## config.mk

```make
export PLATFORM = sky130hd
export DESIGN_NAME = sync_fifo_core
export DESIGN_NICKNAME = d
export VERILOG_FILES = /design/src/rtl/sync_fifo_pkg.sv /design/src/rtl/sync_fifo_mem.sv /design/src/rtl/sync_fifo_core.sv
export SDC_FILE = /design/constraint.sdc
export NUM_CORES = 1
export LEC_CHECK = 0
export ABC_AREA = 1
export ABC_CLOCK_PERIOD_IN_PS = 5700
export CORE_MARGIN = 10
export CORE_UTILIZATION = 35
export DETAILED_ROUTE_END_ITERATION = 6
export MAX_ROUTING_LAYER = met4
export REMOVE_ABC_BUFFERS = 1
export SETUP_SLACK_MARGIN = 0.5
export SKIP_LAST_GASP = 1
export SLEW_MARGIN = 20
export SYNTH_ARGS = -nofsm -noshare
export SYNTH_HDL_FRONTEND = slang
export SYNTH_SLANG_ARGS = --single-unit
```

## constraint.sdc

```tcl
create_clock -name clk -period 5.7 [get_ports clk]
set_clock_uncertainty 0.15 [all_clocks]
set_input_delay 1.14 -clock clk [delete_from_list [all_inputs] [get_ports clk]]
set_output_delay 1.14 -clock clk [all_outputs]
set_load 0.02 [all_outputs]
```

## src/rtl/sync_fifo_pkg.sv

```systemverilog
// Shared defaults and helpers for the sync_fifo_core slice.
package sync_fifo_pkg;

  localparam int SYNC_FIFO_DATA_WIDTH = 32'sd8;
  localparam int SYNC_FIFO_DEPTH      = 32'sd16;

  // Pointer width: storage index bits plus one wrap bit.
  function automatic int sync_fifo_ptr_width(input int depth);
    return $clog2(depth) + 32'sd1;
  endfunction

endpackage

```

## src/rtl/sync_fifo_mem.sv

```systemverilog
// Simple dual-port register array: one write port, one registered read port.
// Storage is deliberately not reset; only the read register is cleared.
module sync_fifo_mem
  import sync_fifo_pkg::*;
#(
  parameter int DATA_WIDTH = SYNC_FIFO_DATA_WIDTH,
  parameter int DEPTH      = SYNC_FIFO_DEPTH,
  parameter int ADDR_WIDTH = $clog2(DEPTH)
) (
  input  logic                  clk,
  input  logic                  rst,
  input  logic                  we,
  input  logic [ADDR_WIDTH-1:0] waddr,
  input  logic [DATA_WIDTH-1:0] wdata,
  input  logic                  re,
  input  logic [ADDR_WIDTH-1:0] raddr,
  output logic [DATA_WIDTH-1:0] rdata
);

  logic [DATA_WIDTH-1:0] mem_r [DEPTH];
  logic [DATA_WIDTH-1:0] rdata_r;

  // Write port: store incoming data at the write address.
  always_ff @(posedge clk) begin
    if (we) begin
      mem_r[waddr] <= wdata;
    end
  end

  // Read port: register the addressed entry, hold otherwise, clear on reset.
  always_ff @(posedge clk) begin
    if (rst) begin
      rdata_r <= {DATA_WIDTH{1'b0}};
    end else if (re) begin
      rdata_r <= mem_r[raddr];
    end else begin
      rdata_r <= rdata_r;
    end
  end

  assign rdata = rdata_r;

endmodule

```

## src/rtl/sync_fifo_core.sv

```systemverilog
// Single-clock synchronous FIFO with binary wrap-bit pointers.
// Optional status outputs (count, sticky overflow/underflow) are compiled in
// when the macro SYNC_FIFO_STATUS_EN is defined.
module sync_fifo_core
  import sync_fifo_pkg::*;
#(
  parameter int DATA_WIDTH = SYNC_FIFO_DATA_WIDTH,
  parameter int DEPTH      = SYNC_FIFO_DEPTH,
  parameter int ADDR_WIDTH = $clog2(DEPTH)
) (
  input  logic                  clk,
  input  logic                  rst,
  input  logic                  wr_en,
  input  logic                  rd_en,
  input  logic [DATA_WIDTH-1:0] din,
  output logic [DATA_WIDTH-1:0] dout,
  output logic                  full,
`ifdef SYNC_FIFO_STATUS_EN
  output logic [ADDR_WIDTH:0]   count,
  output logic                  overflow,
  output logic                  underflow,
`endif
  output logic                  empty
);

  localparam int PTR_WIDTH = sync_fifo_ptr_width(DEPTH);
  localparam logic [PTR_WIDTH-1:0] PTR_ZERO = {PTR_WIDTH{1'b0}};
  localparam logic [PTR_WIDTH-1:0] PTR_ONE  = {{(PTR_WIDTH-1){1'b0}}, 1'b1};

  logic [PTR_WIDTH-1:0] wr_ptr_r;
  logic [PTR_WIDTH-1:0] rd_ptr_r;
  logic [PTR_WIDTH-1:0] wr_ptr_nxt_s;
  logic [PTR_WIDTH-1:0] rd_ptr_nxt_s;
  logic                 full_s;
  logic                 empty_s;
  logic                 wr_acc_s;
  logic                 rd_acc_s;

  // Flags from registered pointers: equal means empty, wrap bits differing
  // with equal index bits means full.
  always_comb begin
    empty_s = (wr_ptr_r == rd_ptr_r);
    full_s  = (wr_ptr_r[ADDR_WIDTH] != rd_ptr_r[ADDR_WIDTH]) &&
              (wr_ptr_r[ADDR_WIDTH-1:0] == rd_ptr_r[ADDR_WIDTH-1:0]);
  end

  // Accept decisions: a read frees a slot so a write on a full FIFO still
  // goes through; a read on an empty FIFO never falls through.
  always_comb begin
    rd_acc_s = rd_en && !empty_s;
    wr_acc_s = wr_en && (!full_s || rd_acc_s);
  end

  // Next pointer values, advancing by one per accepted operation.
  always_comb begin
    wr_ptr_nxt_s = wr_ptr_r;
    rd_ptr_nxt_s = rd_ptr_r;
    if (wr_acc_s) begin
      wr_ptr_nxt_s = wr_ptr_r + PTR_ONE;
    end else begin
      wr_ptr_nxt_s = wr_ptr_r;
    end
    if (rd_acc_s) begin
      rd_ptr_nxt_s = rd_ptr_r + PTR_ONE;
    end else begin
      rd_ptr_nxt_s = rd_ptr_r;
    end
  end

  // Pointer registers; reset takes priority over any request.
  always_ff @(posedge clk) begin
    if (rst) begin
      wr_ptr_r <= PTR_ZERO;
      rd_ptr_r <= PTR_ZERO;
    end else begin
      wr_ptr_r <= wr_ptr_nxt_s;
      rd_ptr_r <= rd_ptr_nxt_s;
    end
  end

  sync_fifo_mem #(
    .DATA_WIDTH (DATA_WIDTH),
    .DEPTH      (DEPTH),
    .ADDR_WIDTH (ADDR_WIDTH)
  ) u_mem (
    .clk   (clk),
    .rst   (rst),
    .we    (wr_acc_s),
    .waddr (wr_ptr_r[ADDR_WIDTH-1:0]),
    .wdata (din),
    .re    (rd_acc_s),
    .raddr (rd_ptr_r[ADDR_WIDTH-1:0]),
    .rdata (dout)
  );

  assign full  = full_s;
  assign empty = empty_s;

`ifdef SYNC_FIFO_STATUS_EN
  logic overflow_r;
  logic underflow_r;

  // Sticky error flags: a dropped write or a read on an empty FIFO latches
  // until the next reset.
  always_ff @(posedge clk) begin
    if (rst) begin
      overflow_r  <= 1'b0;
      underflow_r <= 1'b0;
    end else begin
      if (wr_en && !wr_acc_s) begin
        overflow_r <= 1'b1;
      end else begin
        overflow_r <= overflow_r;
      end
      if (rd_en && empty_s) begin
        underflow_r <= 1'b1;
      end else begin
        underflow_r <= underflow_r;
      end
    end
  end

  assign count     = wr_ptr_r - rd_ptr_r;
  assign overflow  = overflow_r;
  assign underflow = underflow_r;
`endif

endmodule

```

# Word-level counts from Yosys, hierarchy flattened

Memories as Yosys holds them, arrays and structs flattened. A register that Yosys moved wholly into a read port is not among the register bits.
Index checks and enable logic that the tools add are counted.

Reductions and logical operators: 6
Mux-type cells: 2
Add/subtract/negate cells: 2
Equal/unequal tests: 3

Operators by type and width:

| kind                  | count |
|---|---|
| $add A5 B1 Y5 const B | 2 |
| $eq A5 B5 Y1          | 1 |
| $eq A4 B4 Y1          | 1 |
| $logic_and A1 B1 Y1   | 3 |
| $logic_not A1 Y1      | 2 |
| $mux W1               | 2 |
| $logic_or A1 B1 Y1    | 1 |
| $ne A1 B1 Y1          | 1 |

Logic and storage cells: 16
Memories: 1
Register bits: 10
Input port bits: 12
Output and inout bits: 10
Bits in writable memories: 128

Memory list:

| memory      | words | width | rd ports | clocked after memory_dff | write ports | RTL line            | RTL |
|---|---|---|---|---|---|---|---|
| u_mem.mem_r | 16    | 8     | 1        | 1                        | 1           | sync_fifo_mem.sv:20 | `logic [DATA_WIDTH-1:0] mem_r [DEPTH];` |

# Depth between registers and ports, before layout

Gate-level depths: netlist of the first run.

Depth in word-level cells: 7
Depth in mapped cells: 12
Mapped depth without buffers: 10

# By module

A second synthesis of the first run with hierarchy kept.

Cells, all modules: 582
Area total of the unflattened synthesis: 6,212.2 sq um

Modules (own cells, without submodules):

| module         | cells an instance | seq. area each (sq um) | area an instance (sq um) | times used |
|---|---|---|---|---|
| sync_fifo_mem  | 490               | 4,003.8                | 5,577.8                  | 1 |
| sync_fifo_core | 92                | 200.2                  | 634.4                    | 1 |

# Worst setup path after synthesis of the first run

Ideal clock, no wire load.

Path type: register -> output
From: reg rd_ptr_r[1]
To: out full
Arrival: 1,175 ps
Required time: 4,410 ps
Path slack: 3,235 ps
Stages on the path, launching flop included: 8
Buffers on the path: 1
Cell sequence: dfxtp_1 -> buf_2 -> inv_2 -> nand2_1 -> nand2_1 -> nor2_4 -> nand2_1 -> nor2_1

Longest elaborated chain between the ends: 2

RTL lines:

| element                | RTL line             | RTL |
|---|---|---|
| start, declared        | sync_fifo_core.sv:31 | `logic [PTR_WIDTH-1:0] rd_ptr_r;` |
| start signal, assigned | sync_fifo_core.sv:77 | `rd_ptr_r <= rd_ptr_nxt_s;` |
| $eq A4 B4 Y1           | sync_fifo_core.sv:44 | `(wr_ptr_r[ADDR_WIDTH-1:0] == rd_ptr_r[ADDR_WIDTH-1:0]);` |
| $logic_and A1 B1 Y1    | sync_fifo_core.sv:43 | `full_s = (wr_ptr_r[ADDR_WIDTH] != rd_ptr_r[ADDR_WIDTH]) &&` |
| end, declared          | sync_fifo_core.sv:17 | `output logic full,` |

Every way passes these cells.

# Worst setup path in the final report of the first run

From: reg rd_ptr_r[0]
To: out full

The elaborated chain is that of the path after synthesis.

==> key figures, run 1 <==
Setup path
  – Cell breakdown of the critical path: buf_4 > inv_2 > nand2_2 > nand2_2 > nor2_4 > nand2_1 > nor2_1 > clkdlybuf4s50_1
  – RR Endpoint: u_mem.mem_r[0][0]
  – Critical path peak fanout: 69
  – Reg2reg start: rd_ptr_r[0]
  – Setup crit end: full
  – Critical path arrival: 3.03 ns
  – CP most frequent cell: nand2_2
  – Startpoint Class: register
  – Type of destination of the critical path: output pin
  – CP required: 4.41 ns
  – Crit path launch: rd_ptr_r[0]
  – Reg-to-reg setup timing slack: 2.38 ns
  – Critical Path Max Stage Delay: 0.62 ns
  – CP Class: reg2out
  – Critical path's slowest cell: clkdlybuf4s50_1
  – R2r worst-path depth: 10

Routing
  – Post-route ant nets: 0
  – DR vias/cell: 5.00
  – Remaining routing DRC violations: 0
  – Initial DRC count: 464
  – Drt first pass iters: 5
  – Drt wl/cell: 17.7 um
  – Via count: 4114
  – Drt total wl: 14600 um

Place
  – Placed Cells: 791
  – Count of input and output buffers: 21
  – Final GP Congestion: 0.878
  – HPWL Detailed: 9350 um

Timing
  – Final setup vio count: 0
  – RSZ-0062 raised after global routing: no
  – Peak Freq: 0.231 GHz
  – Slew Limit Fails: 0
  – Final Hold Viols: 0
  – Relative slew margins: 35.7%
  – Worst-margin pin slew: 0.965 ns
  – Fin crit period: 4.32 ns
  – Crit share post-route: 75.8%
  – Setup TNS: 0 ns

Power and ir drop
  – Switching part of the total: 22.8%
  – Combinational power share: 11.7%
  – P_leak: 0.00260 uW
  – PD cells: 392 mW/mm^2
  – Power share of the clock group: 45.9%
  – Internal power: 2190 uW
  – Switching power: 646 uW
  – Power share of the sequential group: 42.4%
  – VDD IR-drop max: 178 uV

Final layout
  – Multi-input logic area: 0.00170 sq mm
  – Share of cells above drive strength 1: 7.53%
  – Final Non-Filler Cells: 823
  – Area Growth Syn to Fin: 17.4%
  – Fillers: 1617
  – Final nets: 602
  – Sequential Area: 0.00421 sq mm
  – Antenna diodes: 0

CTS
  – Worst skew pair latency: 0.43 ns
  – Num CTS Buffers: 17
  – Reg clk slew, reported paths: 0.06 ns
  – Postcts setup bufs: 0
  – CTS tree: done
  – Post-CTS Hold Fix Bufs: 0
  – H-tree levels: 4
  – Root Buffer: clkbuf_16
  – Max clock buf depth: 2
  – CTS resizes: 0
  – CTS Sinks: 146

Logic synthesis
  – Seq/Total Area, Yosys: 68.3%
  – Post-synth top area cell: edfxtp_1
  – Post-synth top area share: 62.5%
  – Synth Area in Simple Gates: 17.1%
  – Mux contribution to synthesized area: 0%
  – Synth Register Bits: 146
  – Synth cell types: 26
  – Largest family of logic cells by synthesized area: simple AND/OR/NAND/NOR gates
  – Synth warnings: 0
  – Post-synthesis cell count: 570
  – Post-Syn Area: 0.00615 sq mm
  – Avg Cell Area, Syn: 10.8 sq um
  – Fraction of the mapped netlist area in adder cells: 1.02%
  – Xor and xnor area share after synthesis: 0.996%
  – Post-synthesis compound-gate area fraction: 8.46%
  – Synth top area cells: edfxtp_1, nor2_1, dfxtp_1

GRT
  – Initial antenna violation count: 0
  – Vias in the first global route: 4088
  – First-pass GRT wire length: 22700 um
  – Largest net degree at the start of global routing: 70
  – GRT Util Overall: 13.1%
  – Total grt overflow: 0

Run status
  – Outcome: finished, final reports clean

Floorplan
  – I/O pins: 22
  – Die height: 153 um
  – Row cnt: 48
  – CORE AREA: 0.0173 sq mm
  – Initial Util: 35.6%
  – Die X: 153 um
  – Die area: 0.0233 sq mm

Min path
  – Min-delay worst type: reg2reg

Job
  – Max cap viols: 0
[metal layers]
metal  share of wire [%]  up-vias  track usage [%]
met3                 4.1       23             2.94
met1                  48     2020             16.5
met4                 1.7        0             5.04
li1                    -     1962                -
met5                   0        -                -
met2                  46      109             20.0
[registers in the layout, indices dropped and copies added, names as in the netlist]
register / flops
rd_ptr_r: 5
u_mem.mem_r: 128
u_mem.rdata: 8
wr_ptr_r: 5
[how the worst min path moves through the flow]
| stage | startpoint | end | depth (start not counted) |
|---|---|---|---|
| after global routing | wr_ptr_r[4] | wr_ptr_r[4] | 2 |
| after detailed placement | rd_ptr_r[3] | rd_ptr_r[3] | 2 |
| after floorplan | rd_ptr_r[3] | rd_ptr_r[3] | 2 |
| after global placement | rd_ptr_r[3] | rd_ptr_r[3] | 2 |
| final | rd_ptr_r[3] | rd_ptr_r[3] | 2 |
| after CTS | rd_ptr_r[3] | rd_ptr_r[3] | 2 |
[power groups by stage]
stage	Clock [uW]	Combinational [uW]	Sequential, uW
after CTS	1320	329	1200
final	1300	331	1200
after floorplan	0	165	1250
after global placement	0	324	1220
after global routing	1370	368	1200
after detailed placement	0	326	1220
[cell usage after synthesis]
cell	n
nand2_4	1
nand2_2	3
nand4_4	1
nor2_1	146
o21ai_0	64
nand3_4	1
a21oi_1	14
nand3b_1	1
dfxtp_1	18
xnor2_1	3
nand3_1	15
buf_1	1
nand2_1	88
inv_2	5
clkbuf_1	14
buf_6	3
xor2_1	4
buf_4	1
clkinv_1	1
ha_1	5
buf_2	8
inv_1	25
o21ai_1	2
o211ai_1	16
edfxtp_1	128
nor2_4	2
[logic make-up (layout without fill, tap and decap cells)]
kind of cell             count (synthesis)  count (layout)
AND/OR/NAND/NOR                        258             258
flip-flops                             146             146
AO/OA/AOI/OAI                           96              96
buffers and inverters                   58              86
XOR/XNOR                                 7               7
adder cells (fa/ha/maj)                  5               5
[stage by stage]
| step | setup slack (ns) | hold slack, ns | cell area [sq um] | util, % | total power, uW |
|---|---|---|---|---|---|
| final | 1.38 | 0.361 | 7230 | 41.8 | 2830 |
| after global routing | 1.15 | 0.389 | 7230 | 41.8 | 2940 |
| after CTS | 1.38 | 0.356 | 7230 | 41.8 | 2850 |
| after detailed placement | 1.84 | 0.346 | 6530 | 37.7 | 1550 |
| after global placement | 1.91 | 0.342 | 6530 | 37.7 | 1550 |
| after floorplan | 1.70 | 0.316 | 6020 | - | 1420 |
[cells in the final DEF (no fill, tap or decap), types with 5 or more instances in the layout]
master and count:
nand3_1 15, clkdlybuf4s50_1 21, edfxtp_1 128, o21ai_0 64, ha_1 5, nor2_1 146, bufinv_16 7, clkbuf_16 17
dfxtp_1 17, nand2_1 88, a21oi_1 14, inv_1 25, inv_2 5, o211ai_1 16
[critical path: cells and delay by family, from the launching register on]
kind          cells  cell delay, ns
buf+inv           3            1.69
simple gates      5            0.58
flops             1            0.31
[layout make-up]
cell class,count,share of cell area (%)
Clock inverter,10,3.17
Inverter,31,1.61
Clock buffer,22,6.56
Tap cell,225,3.89
Multi-Input combinational cell,366,23.5
Timing Repair Buffer,23,3.12
Sequential cell,146,58.2
Note: power is estimated with default switching activity, not from simulation.
==> run 2: changes to the inputs <==
--- a/config.mk
+++ b/config.mk
@@ -6,7 +6,7 @@
 export NUM_CORES = 1
 export LEC_CHECK = 0
 export ABC_AREA = 1
-export ABC_CLOCK_PERIOD_IN_PS = 5700
+export ABC_CLOCK_PERIOD_IN_PS = 3530
 export CORE_MARGIN = 10
 export CORE_UTILIZATION = 35
 export DETAILED_ROUTE_END_ITERATION = 6
==> constraint.sdc (replaced) <==
create_clock -name clk -period 3.53 [get_ports clk]
set_clock_uncertainty 0.15 [all_clocks]
set_input_delay 0.706 -clock clk [delete_from_list [all_inputs] [get_ports clk]]
set_output_delay 0.706 -clock clk [all_outputs]
set_load 0.02 [all_outputs]
==> key figures, run 2 (synthesis gave the netlist of run 1 again) <==
Setup path
  – Critical path's slowest cell: dfxtp_2 (was clkdlybuf4s50_1)
  – Type of destination of the critical path: output pin (unchanged)
  – Critical Path Max Stage Delay: 0.44 ns (was 0.62 ns)
  – CP required: 2.67 ns (was 4.41 ns)
  – Critical path arrival: 1.90 ns (was 3.03 ns)
  – CP Class: reg2out (unchanged)
  – Startpoint Class: register (unchanged)
  – CP most frequent cell: nand2_1 (was nand2_2)
  – Critical path peak fanout: 17 (was 69)
  – Cell breakdown of the critical path: inv_2 > nand2_1 > nand2_1 > nor2_4 > nand2_1 > nor2_1 > dlygate4sd2_1 (was buf_4 > inv_2 > nand2_2 > nand2_2 > nor2_4 > nand2_1 > nor2_1 > clkdlybuf4s50_1)

Place
  – HPWL Detailed: 9690 um (was 9350 um)
  – Final GP Congestion: 0.891 (was 0.878)
  – Count of input and output buffers: 21 (unchanged)
  – Area after DPL: 0.00654 sq mm (was 0.00653 sq mm)

Final layout
  – Max reg flops: 128 (unchanged)
  – Share of cells above drive strength 1: 8.33% (was 7.53%)
  – Final nets: 604 (was 602)
  – Area Growth Syn to Fin: 16.3% (was 17.4%)
  – Fin area: 0.00716 sq mm (was 0.00723 sq mm)
  – Commonest non-fill, non-tap cells in the layout: nor2_1, edfxtp_1, nand2_1 (unchanged)
  – Core Util, Final: 41.4% (was 41.8%)
  – Fillers: 1633 (was 1617)
  – Biggest register: u_mem.mem_r (unchanged)
  – Commonest non-fill, non-tap cell in the layout: nor2_1 (unchanged)
  – Antenna diodes: 0 (unchanged)

Routing
  – DR vias/cell: 4.99 (was 5.00)
  – Drt first pass iters: 5 (unchanged)
  – Drt wl/cell: 17.8 um (was 17.7 um)
  – Initial DRC count: 360 (was 464)
  – Remaining routing DRC violations: 0 (unchanged)
  – Drt total wl: 14700 um (was 14600 um)
  – Post-route ant nets: 0 (unchanged)
  – Via count: 4113 (was 4114)

Floorplan
  – Die X: 153 um (unchanged)
  – Initial Util: 35.6% (unchanged)
  – Die area: 0.0233 sq mm (unchanged)
  – Die height: 153 um (unchanged)
  – I/O pins: 22 (unchanged)
  – Row cnt: 48 (unchanged)
  – CORE AREA: 0.0173 sq mm (unchanged)

Power and ir drop
  – VDD IR-drop max: 341 uV (was 178 uV)
  – PD cells: 605 mW/mm^2 (was 392 mW/mm^2)
  – P_leak: 0.00257 uW (was 0.00260 uW)

CTS
  – Num CTS Buffers: 17 (unchanged)
  – Root Buffer: clkbuf_16 (unchanged)
  – Max clock buf depth: 2 (unchanged)
  – H-tree levels: 4 (unchanged)
  – Reg clk slew, reported paths: 0.06 ns (about the same)
  – CTS tree: done (unchanged)
  – Postcts setup bufs: 0 (unchanged)
  – CTS Sinks: 146 (unchanged)
  – Worst skew pair latency: 0.42 ns (was 0.43 ns)

Timing
  – Final Hold Viols: 0 (unchanged)
  – Crit share post-route: 78.2%
  – Slew Limit Fails: 0 (unchanged)
  – Setup TNS: 0 ns (unchanged)
  – Final setup vio count: 0 (unchanged)
  – Fin crit period: 2.76 ns
  – RSZ-0062 raised after global routing: no (unchanged)
  – Peak Freq: 0.362 GHz
  – Worst-margin pin slew: 0.935 ns (was 0.965 ns)
  – Relative slew margins: 37.5% (was 35.7%)

GRT
  – Largest net degree at the start of global routing: 66 (was 70)
  – First-pass GRT wire length: 23100 um (was 22700 um)
  – Vias in the first global route: 4163 (was 4088)
  – Initial antenna violation count: 0 (unchanged)
  – GRT Util Overall: 13.1% (about the same)
  – Total grt overflow: 0 (unchanged)

Job
  – Max cap viols: 0 (unchanged)

Run status
  – Outcome: finished, final reports clean (unchanged)

Min path
  – Min-delay worst type: reg2reg (unchanged)
[run 2: cell count changes in the layout (fill, tap and decap cells not counted), moves of 2 or more]
cell | previous run | this run
dlygate4sd2_1 | 0 | 2
inv_6 | 0 | 2
buf_4 | 2 | 4
clkbuf_8 | 3 | 0
dfxtp_1 | 17 | 15
clkdlybuf4s50_1 | 21 | 19
bufinv_16 | 7 | 4
clkbuf_1 | 2 | 0
clkinv_2 | 0 | 4
[run 2: final cells by class]
class / instances / area [sq um] / area share [%]
Sequential cell: 146 / 4210 / 58.8
Multi-Input combinational cell: 366 / 1700 / 23.7
Inverter: 31 / 116 / 1.63
Clock inverter: 15 / 188 / 2.62
Clock buffer: 17 / 425 / 5.95
Tap cell: 225 / 282 / 3.93
Timing Repair Buffer: 25 / 238 / 3.32
[run 2: timing repair]
| action | CTS | global route |
|---|---|---|
| setup endpoints to repair | 2 | 0 |
| resized for setup | 5 | 0 |
| hold buffers | 0 | 0 |
| hold endpoints to repair | 0 | 0 |
[run 2: worst paths after layout]
path / endpoint / depth (start not counted) / startpoint / slack (ns)
max: full / 7 / rd_ptr_r[1] / 0.77
min: rd_ptr_r[3] / 2 / rd_ptr_r[3] / 0.36
max reg2reg: u_mem.mem_r[10][3] / 9 / rd_ptr_r[1] / 1.01
min reg2reg: rd_ptr_r[3] / 2 / rd_ptr_r[3] / 0.36
[run 2: layer usage]
metal  wire length [um]  vias up  share of wire [%]  track usage, %
met5                  0        -                  0               -
met3               1040       17                7.0            3.90
met1               6490     1970                 44            15.8
met4                242        0                1.6            4.45
met2               6930      151                 47            20.6
li1                   -     1975                  -               -
[run 2: stage by stage]
step / cells / hold slack [ns] / power, uW / setup slack [ns]
4_1_cts: 825 / 0.365 / 4360 / 0.751
6_report: 825 / 0.360 / 4330 / 0.770
5_1_grt: 825 / 0.387 / 4500 / 0.548
3_3_place_gp: 793 / 0.350 / 2510 / 0.641
2_1_floorplan: 543 / 0.316 / 2290 / -0.0311
3_5_place_dp: 793 / 0.355 / 2510 / 0.557
[run 2: where the power goes]
part	leakage, uW	internal (uW)	switching [uW]	total [uW]
combinational	0.000973	164	360	524
sequential	0.00131	1920	34.5	1950
clock	0.000294	1170	680	1850
total	0.00257	3260	1070	4330
[run 2: critical path: cells and delay by family, from the launching register on]
family / cells / cell delay, ns
flip-flops: 1 / 0.44
buffers and inverters: 2 / 0.51
AND/OR/NAND/NOR: 5 / 0.52
